$ cat config.mk
export PLATFORM = sky130hd
export DESIGN_NAME = tri_raster_seq
export DESIGN_NICKNAME = d
export VERILOG_FILES = /design/src/rtl/tri_raster_seq.sv
export SDC_FILE = /design/constraint.sdc
export NUM_CORES = 1
export LEC_CHECK = 0
export CAP_MARGIN = 15
export CORE_ASPECT_RATIO = 0.75
export CORE_MARGIN = 2
export CORE_UTILIZATION = 35
export CTS_CLUSTER_DIAMETER = 80
export CTS_CLUSTER_SIZE = 28
export DETAILED_ROUTE_END_ITERATION = 8
export GPL_ROUTABILITY_DRIVEN = 0
export PLACE_DENSITY = 0.51
export SYNTH_ARGS = -nofsm -noshare
export SYNTH_HDL_FRONTEND = slang
export SYNTH_SLANG_ARGS = --single-unit
$ cat constraint.sdc
create_clock -name clk -period 19.3 [get_ports clk]
set_input_delay 2.895 -clock clk [delete_from_list [all_inputs] [get_ports clk]]
set_output_delay 2.895 -clock clk [all_outputs]
set_load 0.01 [all_outputs]
$ cat src/rtl/tri_raster_seq.sv
// Rasterizes one triangle at a time over its bounding box and streams pixels with an inside flag.
// A single edge-sign unit is time-shared across the three edges of each candidate pixel.
module tri_raster_seq #(
  parameter int CW       = 11,
  parameter int EMIT_ALL = 1
) (
  input  logic            clk,
  input  logic            rst,
  input  logic            tri_valid,
  output logic            tri_ready,
  input  logic [CW-1:0]   p1x,
  input  logic [CW-1:0]   p1y,
  input  logic [CW-1:0]   p2x,
  input  logic [CW-1:0]   p2y,
  input  logic [CW-1:0]   p3x,
  input  logic [CW-1:0]   p3y,
  output logic            pix_valid,
  input  logic            pix_ready,
  output logic [CW-1:0]   pix_x,
  output logic [CW-1:0]   pix_y,
  output logic            pix_inside,
  output logic            pix_last,
  output logic            busy,
  output logic            done,
  output logic [2*CW-1:0] inside_cnt
);

  localparam int PW   = 2*CW + 2;
  localparam int CNTW = 2*CW;
  localparam bit EMIT = (EMIT_ALL != 0);

  typedef enum logic [2:0] {
    S_IDLE,
    S_BBOX,
    S_E0,
    S_E1,
    S_E2,
    S_OUT
  } state_t;

  state_t          r_state;
  logic [CW-1:0]   r_p1x, r_p1y, r_p2x, r_p2y, r_p3x, r_p3y;
  logic [CW-1:0]   r_xmin, r_xmax, r_ymin, r_ymax;
  logic [CW-1:0]   r_x, r_y;
  logic            r_s0, r_s1;
  logic            r_tri_ready, r_pix_valid, r_pix_inside, r_pix_last;
  logic            r_busy, r_done;
  logic [CNTW-1:0] r_inside_cnt;

  function automatic logic [CW-1:0] f_min3(input logic [CW-1:0] a, input logic [CW-1:0] b,
                                           input logic [CW-1:0] c);
    logic [CW-1:0] m;
    m = (a < b) ? a : b;
    return (m < c) ? m : c;
  endfunction

  function automatic logic [CW-1:0] f_max3(input logic [CW-1:0] a, input logic [CW-1:0] b,
                                           input logic [CW-1:0] c);
    logic [CW-1:0] m;
    m = (a > b) ? a : b;
    return (m > c) ? m : c;
  endfunction

  // Edge operands: E0 -> (P1,P2), E1 -> (P2,P3), E2 -> (P3,P1).
  logic [CW-1:0] w_ax, w_ay, w_bx, w_by;
  always_comb begin
    w_ax = r_p1x;
    w_ay = r_p1y;
    w_bx = r_p2x;
    w_by = r_p2y;
    case (r_state)
      S_E1: begin
        w_ax = r_p2x;
        w_ay = r_p2y;
        w_bx = r_p3x;
        w_by = r_p3y;
      end
      S_E2: begin
        w_ax = r_p3x;
        w_ay = r_p3y;
        w_bx = r_p1x;
        w_by = r_p1y;
      end
      default: ;
    endcase
  end

  logic signed [CW:0]   w_dpx, w_dpy, w_dax, w_day;
  logic signed [PW-1:0] w_m1, w_m2;
  logic                 w_s, w_inside;

  assign w_dpx = {1'b0, r_x} - {1'b0, w_bx};
  assign w_dpy = {1'b0, r_y} - {1'b0, w_by};
  assign w_dax = {1'b0, w_ax} - {1'b0, w_bx};
  assign w_day = {1'b0, w_ay} - {1'b0, w_by};

  // Full-width sign-extended products: no truncation is possible at 2*CW+2 bits.
  assign w_m1 = $signed({{(CW+1){w_dpx[CW]}}, w_dpx}) * $signed({{(CW+1){w_day[CW]}}, w_day});
  assign w_m2 = $signed({{(CW+1){w_dax[CW]}}, w_dax}) * $signed({{(CW+1){w_dpy[CW]}}, w_dpy});
  assign w_s  = (w_m1 < w_m2);

  assign w_inside = (r_s0 == r_s1) && (r_s1 == w_s);

  logic          w_x_end, w_y_end, w_final;
  logic [CW-1:0] w_x_next, w_y_next;

  // Compare before incrementing so a box touching 2^CW-1 never wraps.
  assign w_x_end  = (r_x == r_xmax);
  assign w_y_end  = (r_y == r_ymax);
  assign w_final  = w_x_end && w_y_end;
  assign w_x_next = w_x_end ? r_xmin : (r_x + CW'(1));
  assign w_y_next = w_x_end ? (r_y + CW'(1)) : r_y;

  always_ff @(posedge clk or posedge rst) begin
    if (rst) begin
      r_state      <= S_IDLE;
      r_p1x        <= '0;
      r_p1y        <= '0;
      r_p2x        <= '0;
      r_p2y        <= '0;
      r_p3x        <= '0;
      r_p3y        <= '0;
      r_xmin       <= '0;
      r_xmax       <= '0;
      r_ymin       <= '0;
      r_ymax       <= '0;
      r_x          <= '0;
      r_y          <= '0;
      r_s0         <= 1'b0;
      r_s1         <= 1'b0;
      r_tri_ready  <= 1'b1;
      r_pix_valid  <= 1'b0;
      r_pix_inside <= 1'b0;
      r_pix_last   <= 1'b0;
      r_busy       <= 1'b0;
      r_done       <= 1'b0;
      r_inside_cnt <= '0;
    end else begin
      r_done <= 1'b0;
      case (r_state)
        S_IDLE: begin
          if (tri_valid && r_tri_ready) begin
            r_p1x        <= p1x;
            r_p1y        <= p1y;
            r_p2x        <= p2x;
            r_p2y        <= p2y;
            r_p3x        <= p3x;
            r_p3y        <= p3y;
            r_inside_cnt <= '0;
            r_busy       <= 1'b1;
            r_tri_ready  <= 1'b0;
            r_state      <= S_BBOX;
          end
        end
        S_BBOX: begin
          r_xmin  <= f_min3(r_p1x, r_p2x, r_p3x);
          r_xmax  <= f_max3(r_p1x, r_p2x, r_p3x);
          r_ymin  <= f_min3(r_p1y, r_p2y, r_p3y);
          r_ymax  <= f_max3(r_p1y, r_p2y, r_p3y);
          r_x     <= f_min3(r_p1x, r_p2x, r_p3x);
          r_y     <= f_min3(r_p1y, r_p2y, r_p3y);
          r_state <= S_E0;
        end
        S_E0: begin
          r_s0    <= w_s;
          r_state <= S_E1;
        end
        S_E1: begin
          r_s1    <= w_s;
          r_state <= S_E2;
        end
        S_E2: begin
          if (w_inside) begin
            r_inside_cnt <= r_inside_cnt + CNTW'(1);
          end
          if (EMIT || w_inside) begin
            r_pix_valid  <= 1'b1;
            r_pix_inside <= w_inside;
            r_pix_last   <= w_final;
            r_state      <= S_OUT;
          end else if (w_final) begin
            r_done      <= 1'b1;
            r_busy      <= 1'b0;
            r_tri_ready <= 1'b1;
            r_state     <= S_IDLE;
          end else begin
            r_x     <= w_x_next;
            r_y     <= w_y_next;
            r_state <= S_E0;
          end
        end
        S_OUT: begin
          if (pix_ready) begin
            r_pix_valid <= 1'b0;
            if (w_final) begin
              r_done      <= 1'b1;
              r_busy      <= 1'b0;
              r_tri_ready <= 1'b1;
              r_state     <= S_IDLE;
            end else begin
              r_x     <= w_x_next;
              r_y     <= w_y_next;
              r_state <= S_E0;
            end
          end
        end
        default: r_state <= S_IDLE;
      endcase
    end
  end

  assign tri_ready  = r_tri_ready;
  assign pix_valid  = r_pix_valid;
  assign pix_x      = r_x;
  assign pix_y      = r_y;
  assign pix_inside = r_pix_inside;
  assign pix_last   = r_pix_last;
  assign busy       = r_busy;
  assign done       = r_done;
  assign inside_cnt = r_inside_cnt;

endmodule

# [Word level (Yosys, flattened, before mapping)]
# Cells that the tools add are included.
[word_totals] regBits=154 out_inout_bits=50 elab_cells=109 inputBits=70
[classes] multipliers=2 n_addsub=7 muxes=40 n_eq_ne=15 reduce_logical=15 n_lt_le_gt_ge=9
[ops] operator="11-bit 2-to-1 mux" n=14
[ops] operator="11-bit one-hot mux with 2 select lines" n=6
[ops] operator="12-bit by 12-bit multiplier with 24-bit output" n=2
[ops] operator="11-bit by 11-bit subtractor with 12-bit output" n=4
[ops] operator="11-bit > comparator" n=4
[ops] operator="11-bit less-than comparator" n=4
[ops] operator="22-bit 2-to-1 mux" n=2
[ops] operator="22-bit one-hot mux with 2 select lines" n=1
[ops] operator="24-bit less-than comparator" n=1
[ops] operator="11-bit by 1-bit adder with 11-bit output, second input constant" n=2
[ops] operator="22-bit by 1-bit adder with 22-bit output, second input constant" n=1
[ops] operator="11-bit == test" n=2
[ops] operator="3-bit one-hot mux with 6 select lines" n=1
[ops] operator="2-bit inequality test, second input constant" n=6
[ops] operator="1-bit 2-to-1 mux" n=10
[ops] operator="4-bit AND reduction" n=2
[ops] operator="2-bit nonzero test" n=4
[ops] operator="3-bit by 2-bit == test with 1-bit output, second input constant" n=2
[ops] operator="3-bit == test, second input constant" n=2
[ops] operator="3-bit 2-to-1 mux" n=2
[ops] operator="1-bit one-hot mux with 2 select lines" n=3
[ops] operator="2-bit AND reduction" n=3
[ops] operator="3-bit AND reduction" n=2
[ops] operator="3-bit by 1-bit == test with 1-bit output, second input constant" n=1
[ops] operator="4 further kinds" n=7

# [Logic depth before layout (Yosys ltp)]
# Gate-level depths: netlist (run 1).
[logic_depth] depth_word=9 depth_mapped=51

# [Worst setup path after synthesis (run 1)]
# Ideal clock, no wire load.
[synth_timing] path_kind="reg2reg" start="reg r_state[0]" end="reg r_inside_cnt[15], in the netlist inside_cnt[15]" arrival_time_ns=10.748 n_path_buf=4 required_ns=19.222 setup_time_ns=0.078 path_stages_with_launch=47 period_less_slack_ns=10.826 path_slack_ns=8.474 path_cell_list="dfrtp_1 buf_4 and3b_1 clkbuf_1 nor2_2 clkbuf_1 a21oi_1 ha_1 fa_1 nor2b_1 o21ai_0 a21boi_0 o21ai_0 a21boi_1 o21ai_0 a21boi_0 mux2_2 nor2_1 (+11 left out) o21ai_0 nand2b_1 a221o_1 a41oi_1 a21oi_1 o21a_1 nor2_1 xnor2_1 ha_1 nand3_1 nor4_1 o21ai_0 nand3_1 mux2i_1 nor2_1 clkbuf_1 or4_1 a21oi_1"
[synth_between] elab_chain_len=9
[synth_lines] element="start, declared" line_no="41" source="state_t r_state;"
[synth_lines] element="start signal, assigned" line_no="116" source="r_state <= S_IDLE;"
[synth_lines] element="start signal, assigned" line_no="152" source="r_state <= S_BBOX;"
[synth_lines] element="start signal, assigned" line_no="162" source="r_state <= S_E0;"
[synth_lines] element="3-bit == test / 3-bit by 2-bit == test with 1-bit output (equally long branches)" line_no="71, 140"
[synth_lines] element="11-bit one-hot mux with 2 select lines" line_no="71" source="case (r_state)"
[synth_lines] element="11-bit by 11-bit subtractor with 12-bit output (on tied branches)"
[synth_lines] element="12-bit by 12-bit multiplier with 24-bit output (on tied branches)" line_no="98, 99"
[synth_lines] element="24-bit less-than comparator" line_no="100" source="assign w_s = (w_m1 < w_m2);"
[synth_lines] element="1-bit == test" line_no="102" source="assign w_inside = (r_s0 == r_s1) && (r_s1 == w_s);"
[synth_lines] element="1-bit logical AND" line_no="102"
[synth_lines] element="2-bit inequality test (no source line)"
[synth_lines] element="3-bit AND reduction (no source line)"
[synth_lines] element="end signal, assigned" line_no="174" source="r_inside_cnt <= r_inside_cnt + CNTW'(1);"
[synth_lines] element="end, declared" line_no="48" source="logic [CNTW-1:0] r_inside_cnt;"
# Parallel ways exist; a longest one is shown, timed or not.
# A chain may end at the register's enable or synchronous reset.

# [Final worst setup path (run 1)]
[layout_timing] start="reg r_state[2]" end="reg r_inside_cnt[20], in the netlist inside_cnt[20]"
# Same word-level chain as after synthesis.

==> reports/metrics.yaml, run 1 <==
post-dp-hpwl_um: 58900
fin_skew_ps: 10.4
grt_max_degree: 81
die_h_um: 226
crit_arrival_ps: 13460
grt_use_met1_pct: 33.5
ctsHoldBuffers: 0
io_buffers: 119
cts_made_buffers: 17
netlist_instances: 2727
fmax_mhz: 76.5
rows: 81
n_antenna_cell: 0
ys_ff_latch: 154
seq_area_sq_um: 3850
core-area_sq_um: 65200
ant_nets: 0
clk_pin_slew_ps: 70
cts_buffer_depth: 2
hold_path.class: "reg2reg"
htree_num_levels: 4
yosys-top-cells-area: "fa_1 (25%), dfrtp_1 (17%), ha_1 (12%)"
wirelength_um: 72700
whs_path_depth: 1
worstMarginPinSlew_ps: 1140
antenna_found_initial: 0
status: "finished clean"
avgSynthCellArea_sq_um: 8.44
num_vias: 19580
rsz0062_at_grt: "no"
wire_per_inst_um: 19.8
cp_num_buf_inv: 4
fill_cells: 6556
setup_tns_ps: 0
end_kind: "flip-flop"
grt_pass1_wl_um: 117000
synth_edf_count: 0
rrSetupSlack_ps: 6230
setup_viol: 0
hold_slack_ps: 476
grt-ovfl-total: 0
first_iter_violations: 1814
stdcell_count: 3678
synthTopCellsByCount: "inv_1 (439), nand2_1 (421), fa_1 (282), ha_1 (229), o21ai_0 (192)"
drive_gt1_share_pct: 3.99
synth_area_sq_um: 23000
area_delta_synth_final_pct: 12.2
yosysTopAreaCellShare_pct: 24.5
cts-root-buf: "clkbuf_16"
r2r_start: "r_state[2]"
slew_headroom_pct: 23.8
finalHoldViolations: 0
fp.dieW_um: 300
hp-start: "r_xmin[10]"
placed_cells: 3642
required_ps: 19680
die-area_sq_um: 67900
hold_path_end: "r_xmin[10]"
synth_area_leader_cell: "fa_1"
ios: 120
route.detailed.drc: 0
synth_cell_types: 77
clock_latency_ps: 460
cp-start-kind: "flip-flop"
postSynthNetCount: 3308
viasPerCell: 5.32
post_cts_buffers: 0
critPathMaxFanout: 28
cts_resized: 0
yosysMostFrequentCell: "inv_1"
synthArstFlopShare_pct: 100
period_share_pct: 67.7
cpMostUsedCell: "fa_1"
largest_register_ffs: 22
synth_ff_type: "dfrtp_1"
clock_sink_count: 154
grt_use_met3_pct: 3.41
grt_pass1_vias: 20337
start_util_pct: 35.3
drv_slew: 0
cpPeakStageDelay_ps: 810
multi_input_area_sq_um: 17100
path_class: "reg2reg"
critPathTopFamily: "compound AO/OA/AOI/OAI gates"
cts_tree: "yes"
grt.met2_usage_pct: 33.6
post-route-min-period_ps: 13070
reg2reg_to: "inside_cnt[20]"
maxCapViolations: 0
slowest_stage: "dfrtp_1"
reg2regPathDepth: 43
finalNetCount: 3375
drt_first_pass_iters: 7
seq_area_frac_synth_pct: 16.7
yosys_warnings: 0
grt_util_all_layers_pct: 22.2
grt.busiest_layer: "met2"
## area by class of cell
type                       instances  area share, %
multi-input combinational       2022           66.4
sequential                       154           14.9
inverter                         439           6.40
timing repair buffer             160           5.86
tap                              871           4.22
clock buffer                      19           1.68
clock inverter                    13          0.567
## logic make-up after synthesis
logic type	share of synthesized area (%)
flops	16.7
mux	1.68
compound gates	13.8
buf+inv	9.03
simple gates	17.4
fa+ha+maj	37.1
xor+xnor	4.22
## per-stage QoR
stage	area, sq um	worst slack, ps	util, %
finish	25800	6230	39.6
detailed placement	25200	6540	38.7
global placement	25200	6840	38.7
CTS	25800	6450	39.6
floorplan	23000	8470	-
global route	25800	5290	39.6
## worst reg2reg max path: cells and delay by family (launching register included)
family / cells / cell delay, ps
flops: 1 / 810
compound gates: 15 / 3990
xor+xnor: 1 / 90
fa+ha+maj: 8 / 3510
simple gates: 13 / 3060
mux: 2 / 960
buf+inv: 4 / 580
## cell usage in the layout, fill, tap and decap left out, types with 8 or more instances in the layout
master / count
and3_1: 28
o311ai_0: 10
buf_4: 38
o21bai_1: 8
and2_1: 39
o221ai_1: 23
nand3_1: 35
nor2_1: 114
o211ai_1: 10
o21ai_0: 192
clkbuf_16: 17
fa_1: 282
xnor2_1: 50
o21a_1: 11
or3_1: 16
nand4_1: 11
ha_1: 229
or2_2: 10
a21o_1: 51
nor2b_1: 49
inv_1: 438
a21oi_1: 106
nand2b_1: 45
a211oi_1: 12
dfrtp_1: 153
nand3b_1: 8
a221o_1: 14
nand2_1: 420
o31ai_1: 10
mux2i_1: 32
or4_1: 8
clkdlybuf4s50_1: 119
nor3_1: 36
xor2_1: 57
## worst max path at each step
| stage | from | to | cells after the start |
|---|---|---|---|
| final | r_state[2] | inside_cnt[20] | 43 |
| after global routing | r_state[2] | inside_cnt[20] | 45 |
| after CTS | r_state[2] | inside_cnt[20] | 43 |
| after detailed placement | r_state[2] | inside_cnt[15] | 43 |
| after global placement | r_state[2] | inside_cnt[15] | 45 |
| after floorplan | r_state[0] | inside_cnt[15] | 46 |
## routing by layer
layer  vias up  wire length [um]
met3        96              4830
met1      9791             35800
met2       667             30700
met5         -                 0
li1       9026                 -
met4         0              1280
Power of run 1 is not shown: default switching activity piles up to over one toggle a cycle in this logic, so the estimate is an artifact.
==> run 2: changes to the inputs <==
clock period = 12.2 ns   (was 19.3 ns; I/O delays follow)
==> run 2 against run 1 <==
Against the previous run:
- clock skew increased by 9.4 ps
- final cell count increased by 0.54%
- flip-flop and latch count unchanged
- sequential share of layout area decreased by 0.083 points
- non-clock buffer count increased by 21
- critical path type unchanged
- critical endpoint is now inside_cnt[17]
- largest cell class unchanged
- highest routed layer unchanged
==> reports/metrics.yaml, run 2 (synthesized netlist as in run 1, its figures left out) <==
fin_skew_ps: 19.9
slew_headroom_pct: 24.9
n_antenna_cell: 0
wirelength_um: 71700
post-dp-hpwl_um: 58800
final_common_cell: "inv_1"
finalNetCount: 3396
wl_met2_um: 30900
fp.dieW_um: 300
drv_slew: 0
rows: 81
wire_per_inst_um: 19.4
drive_gt1_share_pct: 4.85
htree_num_levels: 4
fill_cells: 6621
die-area_sq_um: 67900
cts_buffer_depth: 2
cts-root-buf: "clkbuf_16"
post_cts_buffers: 0
clock_latency_ps: 450
route.detailed.drc: 0
required_ps: 12530
cp-start-kind: "flip-flop"
final_cell_mix: "inv_1 (438), nand2_1 (420), fa_1 (282)"
grt_pass1_wl_um: 117000
period_share_pct: 92.9
num_vias: 19508
hold_path.class: "reg2reg"
end_kind: "flip-flop"
grt_pass1_vias: 20234
stdcell_count: 3698
met3_length_um: 4800
core-area_sq_um: 65200
cpMostUsedCell: "fa_1"
finalHoldViolations: 0
crit_arrival_ps: 11660
setup_tns_ps: 0
grt_max_degree: 79
io_buffers: 119
slowest_stage: "nor2_2"
ant_nets: 0
path_class: "reg2reg"
rsz0062_at_grt: "no"
clock_sink_count: 154
first_iter_violations: 1703
viasPerCell: 5.28
seq_area_sq_um: 3860
multi_input_area_sq_um: 17200
largest_register_ffs: 22
ios: 120
maxCapViolations: 0
cpPeakStageDelay_ps: 550
grt_util_all_layers_pct: 22.2
post-route-min-period_ps: 11330
antenna_found_initial: 0
placed_cells: 3663
highest_layer: "met4"
cts_tree: "yes"
worstMarginPinSlew_ps: 1130
ctsHoldBuffers: 0
start_util_pct: 35.3
grt-ovfl-total: 0
status: "finished clean"
hold_slack_ps: 477
area_delta_synth_final_pct: 12.9
fmax_mhz: 88.2
setup_viol: 0
cts_resized: 0
drt-met1-wl_um: 35100
final_util_pct: 39.9
drt_first_pass_iters: 5
die_h_um: 226
cts_made_buffers: 17
clk_pin_slew_ps: 70
critPathMaxFanout: 20
[run 2: critical path: cells and delay by family, from the launching register on]
kind | cells | cell delay, ps
compound gates | 12 | 2950
xor+xnor | 2 | 570
fa+ha+maj | 10 | 4220
buf+inv | 6 | 840
flops | 1 | 500
mux | 1 | 180
simple gates | 8 | 1930
[run 2: layout make-up]
cell class | instances | area share (%)
clock buffers | 21 | 1.69
clock inverters | 10 | 0.462
inverters | 439 | 6.36
multi-input cells | 2022 | 66.0
flip-flops and latches | 154 | 14.8
well taps | 871 | 4.19
repair buffers | 181 | 6.40
[run 2: metrics by stage]
step                      cell area (sq um)  setup slack, ps
after floorplan                       23000             1370
after global placement                25300              573
after detailed placement              25300              279
after CTS                             25900              260
after global routing                  26000             26.3
final                                 26000              867
[run 2: worst paths after layout]
| check | depth (start not counted) | slack [ps] | end | from |
|---|---|---|---|---|
| setup / recovery | 39 | 870 | inside_cnt[17] | r_state[0] |
| hold / removal | 1 | 480 | r_xmin[3] | r_xmin[3] |
| setup reg to reg | 39 | 870 | inside_cnt[17] | r_state[0] |
| hold reg to reg | 1 | 480 | r_xmin[3] | r_xmin[3] |
| max in group asynchronous | 3 | 8730 | r_p3y[5] | rst |
| min in group asynchronous | 2 | 1900 | r_xmax[6] | rst |
[run 2: routing by layer]
metal,vias to the layer above,GRT usage [%]
met3,72,3.37
met4,0,3.39
met5,-,0
li1,9069,-
met2,651,33.6
met1,9716,33.7
Power of run 2 is left out for the same reason.
==> run 3: changes to the inputs <==
--- a/config.mk
+++ b/config.mk
@@ -14,5 +14,4 @@
 export DETAILED_ROUTE_END_ITERATION = 8
 export GPL_ROUTABILITY_DRIVEN = 0
-export PLACE_DENSITY = 0.51
 export SYNTH_ARGS = -nofsm -noshare
 export SYNTH_HDL_FRONTEND = slang
==> constraint.sdc (replaced) <==
create_clock -name clk -period 12.2 [get_ports clk]
set_input_delay 1.83 -clock clk [delete_from_list [all_inputs] [get_ports clk]]
set_output_delay 1.83 -clock clk [all_outputs]
set_load 0.05 [all_outputs]
==> run 3 against run 2 <==
Against the previous run:
- final cell count about the same
- routed wire length down 5.7%
- flip-flop and latch count unchanged
- critical path depth up 3
- first-iteration DRC count down 15%
- register-to-register slack worse by 180 ps
- global-route usage down 1.6 points
- non-clock buffer count unchanged
- worst hold slack better by 3.3 ps
- die area unchanged
==> reports/metrics.yaml, run 3 (synthesized netlist as in run 1, its figures left out) <==
drive_gt1_share_pct: 4.81
start_util_pct: 35.3
r2r_start: "r_state[0]"
clock_latency_ps: 440
fmax_mhz: 86.9
antenna_found_initial: 0
rsz0062_at_grt: "no"
largest_register_ffs: 22
rows: 81
wirelength_um: 67600
clk_pin_slew_ps: 70
first_iter_violations: 1445
cts_buffer_depth: 2
grt_max_degree: 114
ctsHoldBuffers: 0
end_kind: "flip-flop"
grt_pass1_wl_um: 109000
ant_nets: 0
grt_util_all_layers_pct: 20.6
cts-root-buf: "clkbuf_16"
fill_cells: 6638
cpPeakStageDelay_ps: 690
finalNetCount: 3396
viasPerCell: 5.19
cp-start-kind: "flip-flop"
cts_resized: 0
cpMostUsedCell: "fa_1"
area_delta_synth_final_pct: 12.7
post-dp-hpwl_um: 54700
hp-start: "r_xmin[7]"
slowest_stage: "xor2_1"
crit_arrival_ps: 11870
cts_tree: "yes"
period_share_pct: 94.4
reg2reg_to: "inside_cnt[10]"
num_vias: 19190
final_common_cell: "inv_1"
required_ps: 12560
grt-ovfl-total: 0
path_class: "reg2reg"
fin_skew_ps: 15.4
hold_path.class: "reg2reg"
whs_path_depth: 1
die_h_um: 226
final_cell_mix: "inv_1 (438), nand2_1 (420), fa_1 (282)"
setup_viol: 0
wire_per_inst_um: 18.3
rrSetupSlack_ps: 690
worstMarginPinSlew_ps: 1080
status: "finished clean"
io_buffers: 119
post-route-min-period_ps: 11510
hold_path_end: "r_xmin[7]"
clock_sink_count: 154
maxCapViolations: 0
post_cts_buffers: 0
grt_pass1_vias: 19114
n_antenna_cell: 0
drv_slew: 0
route.detailed.drc: 0
slew_headroom_pct: 27.8
die-area_sq_um: 67900
htree_num_levels: 4
fp.dieW_um: 300
reg2regPathDepth: 42
setup_tns_ps: 0
cts_made_buffers: 17
finalHoldViolations: 0
drt_first_pass_iters: 6
core-area_sq_um: 65200
critPathMaxFanout: 11
ios: 120
==> run 3: final cells by class <==
class                   instances  area [sq um]  area share (%)
clock inverters                15           131           0.506
repair buffers                181          1660            6.40
flip-flops and latches        154          3860            14.9
multi-input cells            2022         17100            66.0
clock buffers                  17           425            1.64
inverters                     439          1650            6.37
well taps                     871          1090            4.20
==> run 3: worst max-delay path by stage <==
stage                     startpoint        endpoint  slack, ps  depth (start not counted)
after CTS                 r_state[2]  inside_cnt[17]        430                         39
after global routing      r_state[2]   inside_cnt[6]         30                         45
after floorplan           r_state[0]  inside_cnt[15]       1370                         46
final                     r_state[0]  inside_cnt[10]        690                         42
after global placement    r_state[2]  inside_cnt[17]        690                         40
after detailed placement  r_state[2]  inside_cnt[17]        450                         39
==> run 3: stage by stage <==
stage                     setup slack [ps]  hold WS [ps]  util, %  std cells  instance area, sq um
after floorplan                       1370           446        -       2727                 23000
after global placement                 688           461     38.9       3662                 25300
after detailed placement               451           466     38.9       3662                 25300
after CTS                              427           481     39.7       3694                 25900
after global routing                  34.1           492     39.8       3699                 26000
final                                  688           480     39.8       3699                 26000
==> run 3: per-layer routing <==
layer	vias up	GRT usage (%)	share of wire, %
li1	9077	-	-
met1	9437	31.9	50
met2	610	30.0	41
met3	66	4.08	7.3
met4	0	2.82	0.91
met5	-	0	0
==> run 3: critical path, delay by kind of cell, from the launching register on <==
| kind | cells | cell delay (ps) |
|---|---|---|
| buffers and inverters | 3 | 360 |
| adder cells (fa/ha/maj) | 8 | 3330 |
| AO/OA/AOI/OAI | 16 | 3700 |
| XOR/XNOR | 2 | 800 |
| AND/OR/NAND/NOR | 12 | 2440 |
| flip-flops | 1 | 480 |
| multiplexers | 1 | 290 |
Power of run 3 is left out for the same reason.
